==> config.mk <==
export PLATFORM = sky130hd
export DESIGN_NAME = m3_motorcmdsequencer
export DESIGN_NICKNAME = d
export VERILOG_FILES = /design/src/rtl/m3_ctrl_pkg.sv /design/src/rtl/m3_keyDebounce.sv /design/src/rtl/m3_motorcmdsequencer.sv
export SDC_FILE = /design/constraint.sdc
export NUM_CORES = 1
export LEC_CHECK = 0
export ABC_CLOCK_PERIOD_IN_PS = 2300
export CAP_MARGIN = 20
export CORE_ASPECT_RATIO = 1.75
export CORE_MARGIN = 3
export CORE_UTILIZATION = 40
export CTS_CLUSTER_SIZE = 30
export DETAILED_ROUTE_END_ITERATION = 6
export GPL_ROUTABILITY_DRIVEN = 1
export PLACE_DENSITY = 0.54
export SYNTH_ARGS = -nofsm -noshare
export SYNTH_HDL_FRONTEND = slang
export SYNTH_SLANG_ARGS = --single-unit
export TNS_END_PERCENT = 10
==> constraint.sdc <==
create_clock -name clkI -period 2.3 [get_ports clkI]
set_input_delay 0.345 -clock clkI [delete_from_list [all_inputs] [get_ports clkI]]
set_output_delay 0.345 -clock clkI [all_outputs]
set_load 0.005 [all_outputs]
==> src/rtl/m3_ctrl_pkg.sv <==
// Shared constants for the motor command sequencer: FSM state codes, key indices and
// default timing parameters.
package m3_ctrl_pkg;

  localparam logic [2:0] StIdle  = 3'd0;
  localparam logic [2:0] StRun   = 3'd1;
  localparam logic [2:0] StBrake = 3'd2;
  localparam logic [2:0] StHalt  = 3'd3;
  localparam logic [2:0] StDwell = 3'd4;
  localparam logic [2:0] StFstop = 3'd5;

  localparam int unsigned NumKeys = 7;
  localparam int unsigned KeyStart = 0;
  localparam int unsigned KeyStop  = 1;
  localparam int unsigned KeyDir   = 2;
  localparam int unsigned KeySpdUp = 3;
  localparam int unsigned KeySpdDn = 4;
  localparam int unsigned KeyPwrUp = 5;
  localparam int unsigned KeyPwrDn = 6;

`ifdef simulating
  localparam int unsigned DefDebCycles   = 4;
  localparam int unsigned DefBrakeCycles = 20;
  localparam int unsigned DefDwellCycles = 8;
`else
  localparam int unsigned DefDebCycles   = 20000;
  localparam int unsigned DefBrakeCycles = 2000000;
  localparam int unsigned DefDwellCycles = 500000;
`endif

  function automatic int unsigned max_u(input int unsigned a, input int unsigned b);
    return (a > b) ? a : b;
  endfunction

endpackage

==> src/rtl/m3_keyDebounce.sv <==
// Two-flop synchronizer plus stable-sample debouncer for one raw key; emits the
// debounced level and a one-cycle strobe on each accepted rising transition.
module m3_keyDebounce #(
  parameter int unsigned DEB_CYCLES = 4
) (
  input  logic i_clk,
  input  logic i_rst_n,
  input  logic i_key,
  output logic o_level,
  output logic o_rise
);

  localparam int unsigned CntW = (DEB_CYCLES > 1) ? $clog2(DEB_CYCLES) : 1;

  logic [1:0]      r_sync;
  logic [CntW-1:0] r_cnt;
  logic            r_level;
  logic            r_rise;
  logic            w_diff;
  logic            w_accept;

  assign w_diff   = r_sync[1] ^ r_level;
  // Accept on the DEB_CYCLES-th consecutive sample that differs from the held level.
  assign w_accept = w_diff && (r_cnt == CntW'(DEB_CYCLES - 1));

  always_ff @(posedge i_clk or negedge i_rst_n) begin
    if (!i_rst_n) begin
      r_sync  <= '0;
      r_cnt   <= '0;
      r_level <= 1'b0;
      r_rise  <= 1'b0;
    end else begin
      r_sync <= {r_sync[0], i_key};
      if (!w_diff || w_accept) begin
        r_cnt <= '0;
      end else begin
        r_cnt <= r_cnt + CntW'(1);
      end
      if (w_accept) begin
        r_level <= r_sync[1];
      end
      r_rise <= w_accept && r_sync[1];
    end
  end

  assign o_level = r_level;
  assign o_rise  = r_rise;

endmodule

==> src/rtl/m3_motorcmdsequencer.sv <==
// Operator-key front end for the 3-phase power/speed calculator: debounces keys and
// sequences start/stop/reverse with a brake-halt-dwell-invert-restart sequence.
module m3_motorcmdsequencer
  import m3_ctrl_pkg::*;
#(
  parameter int unsigned DEB_CYCLES   = DefDebCycles,
  parameter int unsigned BRAKE_CYCLES = DefBrakeCycles,
  parameter int unsigned DWELL_CYCLES = DefDwellCycles
) (
  input  logic       clkI,
  input  logic       nRstI,
  input  logic       keyStartI,
  input  logic       keyStopI,
  input  logic       keyDirI,
  input  logic       keySpdUpI,
  input  logic       keySpdDnI,
  input  logic       keyPwrUpI,
  input  logic       keyPwrDnI,
  output logic       m3startO,
  output logic       m3forceStopO,
  output logic       m3invRotateO,
  output logic       m3speedDECo,
  output logic       m3speedINCo,
  output logic       m3powerINCo,
  output logic       m3powerDECo,
  output logic [2:0] smO
);

  localparam int unsigned CntMax = max_u(BRAKE_CYCLES, DWELL_CYCLES);
  localparam int unsigned CntW   = $clog2(CntMax + 1);

  logic [NumKeys-1:0] w_keys;
  logic [NumKeys-1:0] w_level;
  logic [NumKeys-1:0] w_rise;
  logic               w_unused_keys;

  assign w_keys = {keyPwrDnI, keyPwrUpI, keySpdDnI, keySpdUpI, keyDirI, keyStopI, keyStartI};

  for (genvar g = 0; g < NumKeys; g++) begin : g_key
    m3_keyDebounce #(
      .DEB_CYCLES(DEB_CYCLES)
    ) u_deb (
      .i_clk  (clkI),
      .i_rst_n(nRstI),
      .i_key  (w_keys[g]),
      .o_level(w_level[g]),
      .o_rise (w_rise[g])
    );
  end

  // Command keys act only on edges, step keys only on levels.
  assign w_unused_keys = ^{w_level[KeyDir:KeyStart], w_rise[KeyPwrDn:KeySpdUp]};

  logic [2:0]      r_state;
  logic [2:0]      w_state_d;
  logic [CntW-1:0] r_cnt;
  logic            r_dir;

  always_ff @(posedge clkI or negedge nRstI) begin
    if (!nRstI) begin
      r_state <= StIdle;
    end else begin
      r_state <= w_state_d;
    end
  end

  always_comb begin
    w_state_d = r_state;
    case (r_state)
      StIdle:  if (w_rise[KeyStart]) w_state_d = StRun;
      StRun:   if (w_rise[KeyDir]) w_state_d = StBrake;
      StBrake: if (r_cnt == '0) w_state_d = StHalt;
      StHalt:  w_state_d = StDwell;
      StDwell: if (r_cnt == '0) w_state_d = StRun;
      StFstop: w_state_d = StIdle;
      default: w_state_d = StIdle;
    endcase
    if (w_rise[KeyStop] && (r_state != StIdle)) begin
      w_state_d = StFstop;
    end
  end

  // Counter is loaded on entry so each timed state lasts exactly its cycle count.
  always_ff @(posedge clkI or negedge nRstI) begin
    if (!nRstI) begin
      r_cnt <= '0;
      r_dir <= 1'b0;
    end else begin
      if ((r_state != StBrake) && (w_state_d == StBrake)) begin
        r_cnt <= CntW'(BRAKE_CYCLES - 1);
      end else if ((r_state != StDwell) && (w_state_d == StDwell)) begin
        r_cnt <= CntW'(DWELL_CYCLES - 1);
      end else if (r_cnt != '0) begin
        r_cnt <= r_cnt - CntW'(1);
      end
      if ((r_state == StDwell) && (w_state_d == StRun)) begin
        r_dir <= ~r_dir;
      end
    end
  end

  logic w_start_d;
  logic w_fstop_d;
  logic w_sdec_d;
  logic w_sinc_d;
  logic w_pinc_d;
  logic w_pdec_d;

  always_comb begin
    w_start_d = 1'b0;
    w_fstop_d = 1'b0;
    w_sdec_d  = 1'b0;
    w_sinc_d  = 1'b0;
    w_pinc_d  = 1'b0;
    w_pdec_d  = 1'b0;
    case (r_state)
      StRun: begin
        w_start_d = 1'b1;
        w_sdec_d  = w_level[KeySpdUp] & ~w_level[KeySpdDn];
        w_sinc_d  = w_level[KeySpdDn] & ~w_level[KeySpdUp];
        w_pinc_d  = w_level[KeyPwrUp] & ~w_level[KeyPwrDn];
        w_pdec_d  = w_level[KeyPwrDn] & ~w_level[KeyPwrUp];
      end
      StBrake: begin
        w_start_d = 1'b1;
        w_sinc_d  = 1'b1;
      end
      StFstop: w_fstop_d = 1'b1;
      default: ;
    endcase
  end

  logic r_start;
  logic r_fstop;
  logic r_sdec;
  logic r_sinc;
  logic r_pinc;
  logic r_pdec;

  always_ff @(posedge clkI or negedge nRstI) begin
    if (!nRstI) begin
      r_start <= 1'b0;
      r_fstop <= 1'b0;
      r_sdec  <= 1'b0;
      r_sinc  <= 1'b0;
      r_pinc  <= 1'b0;
      r_pdec  <= 1'b0;
    end else begin
      r_start <= w_start_d;
      r_fstop <= w_fstop_d;
      r_sdec  <= w_sdec_d;
      r_sinc  <= w_sinc_d;
      r_pinc  <= w_pinc_d;
      r_pdec  <= w_pdec_d;
    end
  end

  assign m3startO     = r_start;
  assign m3forceStopO = r_fstop;
  assign m3invRotateO = r_dir;
  assign m3speedDECo  = r_sdec;
  assign m3speedINCo  = r_sinc;
  assign m3powerINCo  = r_pinc;
  assign m3powerDECo  = r_pdec;
  assign smO          = r_state;

endmodule
==> out/summary.md <==
* 23.5% — synthesized-area fraction occupied by and/or/nand/nor cells
* 19 — Boundary Pins
* simple AND/OR/NAND/NOR gates — combinational family with the most area after synthesis
* 0 — Slew Viols, Final
* 5.04 — routed vias/inst
* 0 — final antenna-violating net count
* 13.7% — fraction of synthesized cell area in xor and xnor cells
* 64 — number of placement rows
* 0 — final setup fails
* 0.07 ns — clock slew at reported path FFs
* register to register — critical path class
* done — CTS tree
* 55.7% — Seq/Total Area, Yosys
* 2.74% — post-synthesis compound-gate area fraction
* input pin to async pin — Hold Crit Class
* 5 — TritonRoute pass-1 iters
* 0 — antenna violations before repair
* 1.39% — adder-cell share of the synthesized area
* 697 — gate count of the mapped netlist
* 17 — CTS buffer count
* 0.0103 ns — clock skew after layout
* 0.00372 µW — leakage power of the design
* 4943 — via count
* 0 — Diodes inserted
* sky130_fd_sc_hd__or4_4 — slowest cell on the critical path
* 981 — Non-Filler Instances
* 18 — IO Port Bufs
* r_cnt[16]$_DFFE_PN0P_ — source of the critical timing path
* 6 — biggest fanout along the worst timing path
* 0.000468 V — maximum VDD drop
* 7180 µm² — post-synthesis instance area
* sky130_fd_sc_hd__dfrtp_1 56%, sky130_fd_sc_hd__xor2_1 7.9%, sky130_fd_sc_hd__nor2_1 7.1% — cells taking the most area after synthesis
* 0 ns — post-route setup TNS
* register — Startpoint Class
* 19700 µm² — total die area
* 214 — Detailed Route Iter0 Violations
* 2.55 ns — Crit path arrival time
* yes — setup repair after global routing missed its margin
* 0.50 ns — longest individual stage delay on the worst path
* 23800 µm — wire length of the first global-routing pass
* 0.842 — routability congestion estimate
* 5163 — vias in the first global route
* 8350 µm² — post-route cell area
* 710 nW/µm² — power per cell area
* 4 — number of levels in the clock H-tree
* 0.43 ns — clock latency on the worst-skew pair
* 2.24 ns — post-layout minimum cycle time
* 2 — Max clock buf depth
* 17500 µm² — Std-Cell Core Area
* 10.3 µm² — average footprint of a synthesized cell
* 160 — clk sinks
* register — CP endpoint kind
* 0 — # DRC
* 107 µm — die width
* r_cnt[16]$_DFFE_PN0P_ — worst reg2reg path startpoint
* 0 — Max Cap Viol
* finished clean — run status
* sky130_fd_sc_hd__dfrtp_1 — top-count cell post-synth
* 446 MHz — highest achievable clock rate
* 97.5% — period utilization
* 13.7 µm — routed length per placed instance
* sky130_fd_sc_hd__clkbuf_16 — clock root buffer
* or4_4 -> or4_4 -> or3_4 -> buf_4 -> a21oi_1 -> o21ai_1 — list of cells traversed by the critical path
* 160 x sky130_fd_sc_hd__dfrtp_1, 135 x sky130_fd_sc_hd__nor2_1, 65 x sky130_fd_sc_hd__xor2_1 — commonest cells in the netlist
* 15.0% — overall track demand over capacity in global routing
* 946 — total instance count after detailed placement
* 13400 µm — total wire length after detailed routing
* 183 µm — y dimension of the die
* 41.0% — initial cell density of the core
* 69 — maximum number of pins on one net before global-route repair
* 160 — flops & latches, synth
* 0 — number of synthesized flops with an enable pin
* 1.10% — mux share of post-synthesis cell area
* 0.558 ns — worst-margin pin slew
* 714 — Synthesized Nets
* 40 — count of different cell masters after synthesis
* 0 — gr ovfl total
* sky130_fd_sc_hd__or4_4 — Most Frequent Cell on Critical Path
* 55.7% — top cell type's share of synthesized area
* 0 — Synth warnings
* 0 — Hold Violations, Final
* 9480 µm — HPWL reported at the end of detailed placement
* 62.8% — Slew Limit Headroom
* 7710 µm² — Placed Area
* sky130_fd_sc_hd__dfrtp_1 — largest area contributor in the synthesized netlist
* 754 — number of nets in the final layout
* 16.3% — area growth from synthesis to layout
* 2.60 ns — WP data required
* sky130_fd_sc_hd__dfrtp_1 — most instantiated flip-flop cell in the synthesis netlist
* 100% — fraction of registers with async set or reset after synthesis
* 8.00% — ratio of cells with drive above 1 in the final layout
## worst paths after layout
kind	endpoint	slack, ns	cells after the start
max	smO[2]$_DFF_PN0_	0.06	6
min in group clkI	g_key[1].u_deb.r_sync[0]$_DFF_PN0_	0.35	1
min	g_key[1].u_deb.r_sync[1]$_DFF_PN0_	0.32	2
max reg2reg	smO[2]$_DFF_PN0_	0.06	6
min reg2reg	g_key[2].u_deb.r_sync[1]$_DFF_PN0_	0.35	0
max in group asynchronous	g_key[2].u_deb.r_cnt[10]$_DFF_PN0_	1.38	3
## cells by family (layout without fill, tap and decap cells)
logic type	after synthesis	after routing
adder cells (fa/ha/maj)	8	8
flip-flops	160	160
buffers and inverters	32	85
multiplexers	7	7
XOR/XNOR	112	112
AND/OR/NAND/NOR	343	343
AO/OA/AOI/OAI	35	35
## layout make-up
type | count | area, µm²
clock buffer | 19 | 453
sequential | 160 | 4000
timing repair buffer | 33 | 334
fill | 1605 | 9180
clock inverter | 13 | 151
inverter | 20 | 75.1
tap | 231 | 289
multi-input combinational | 505 | 3050
## cell usage in the layout (no fill, tap or decap), drive strengths merged, types with 2 or more instances in the layout
master,netlist,routed
dfrtp,160,160
nor2,135,135
xor2,65,65
nand2,48,48
xnor2,47,47
nand3,36,36
nand4,32,32
nor3,26,26
inv,20,25
clkbuf,8,19
o21ai,18,18
clkdlybuf4s50,0,17
buf,4,15
and3,14,14
nor3b,10,10
nor4,9,9
nand2b,8,8
a21oi,8,8
ha,8,8
mux2,7,7
nor4b,6,6
or4,6,6
and4,3,3
nor2b,3,3
clkinvlp,0,3
a211oi,3,3
clkinv,0,3
a31oi,2,2
bufinv,0,2
or3,2,2
and2,2,2
## critical path: cells and delay by family (launching register included)
| kind | cells | cell delay [ns] |
|---|---|---|
| AND/OR/NAND/NOR | 3 | 1.32 |
| flip-flops | 1 | 0.41 |
| AO/OA/AOI/OAI | 2 | 0.21 |
| buffers and inverters | 1 | 0.18 |
## metal layers
layer	vias up	routed length (µm)	GRT usage (%)
met5	-	0	0
met4	0	300	6.81
met3	24	404	4.09
met2	58	7040	25.7
met1	2421	5650	17.5
li1	2440	-	-
## repair_timing
| action | 4_1_cts | 5_1_grt |
|---|---|---|
| hold endpoints to repair | 16 | 0 |
| pin swaps | 1 | 1 |
| hold buffers | 1 | 0 |
| resized for setup | 0 | 2 |
| endpoints found under the setup margin | 6 | 10 |
| buffers inserted | 2 | 0 |
## power breakdown
group          switching (µW)  internal (µW)  leakage (µW)
logic                     116           58.8       0.00125
clock network            1180           1680      0.000289
registers                34.7           2860       0.00219
total                    1340           4590       0.00372
## through the flow
step / power (µW) / util (%) / setup slack [ns] / hold WS [ns]
2_1_floorplan: 3020 / - / -0.0345 / 0.0494
3_3_place_gp: 3120 / 44.0 / 0.0180 / 0.200
3_5_place_dp: 3130 / 44.0 / -0.0136 / 0.201
4_1_cts: 6020 / 47.6 / 0.00877 / 0.306
5_1_grt: 6170 / 47.6 / -0.00873 / 0.311
6_report: 5930 / 47.6 / 0.0581 / 0.319
## sequential cells by signal, summed over array words and instances, names as in the netlist, 3 cells and up
name	flops
smO	3
r_cnt	21
g_key.u_deb.o_rise	3
g_key.u_deb.r_cnt	105
g_key.u_deb.o_level	7
g_key.u_deb.r_sync	14
Power figures use the tool's default switching activity.
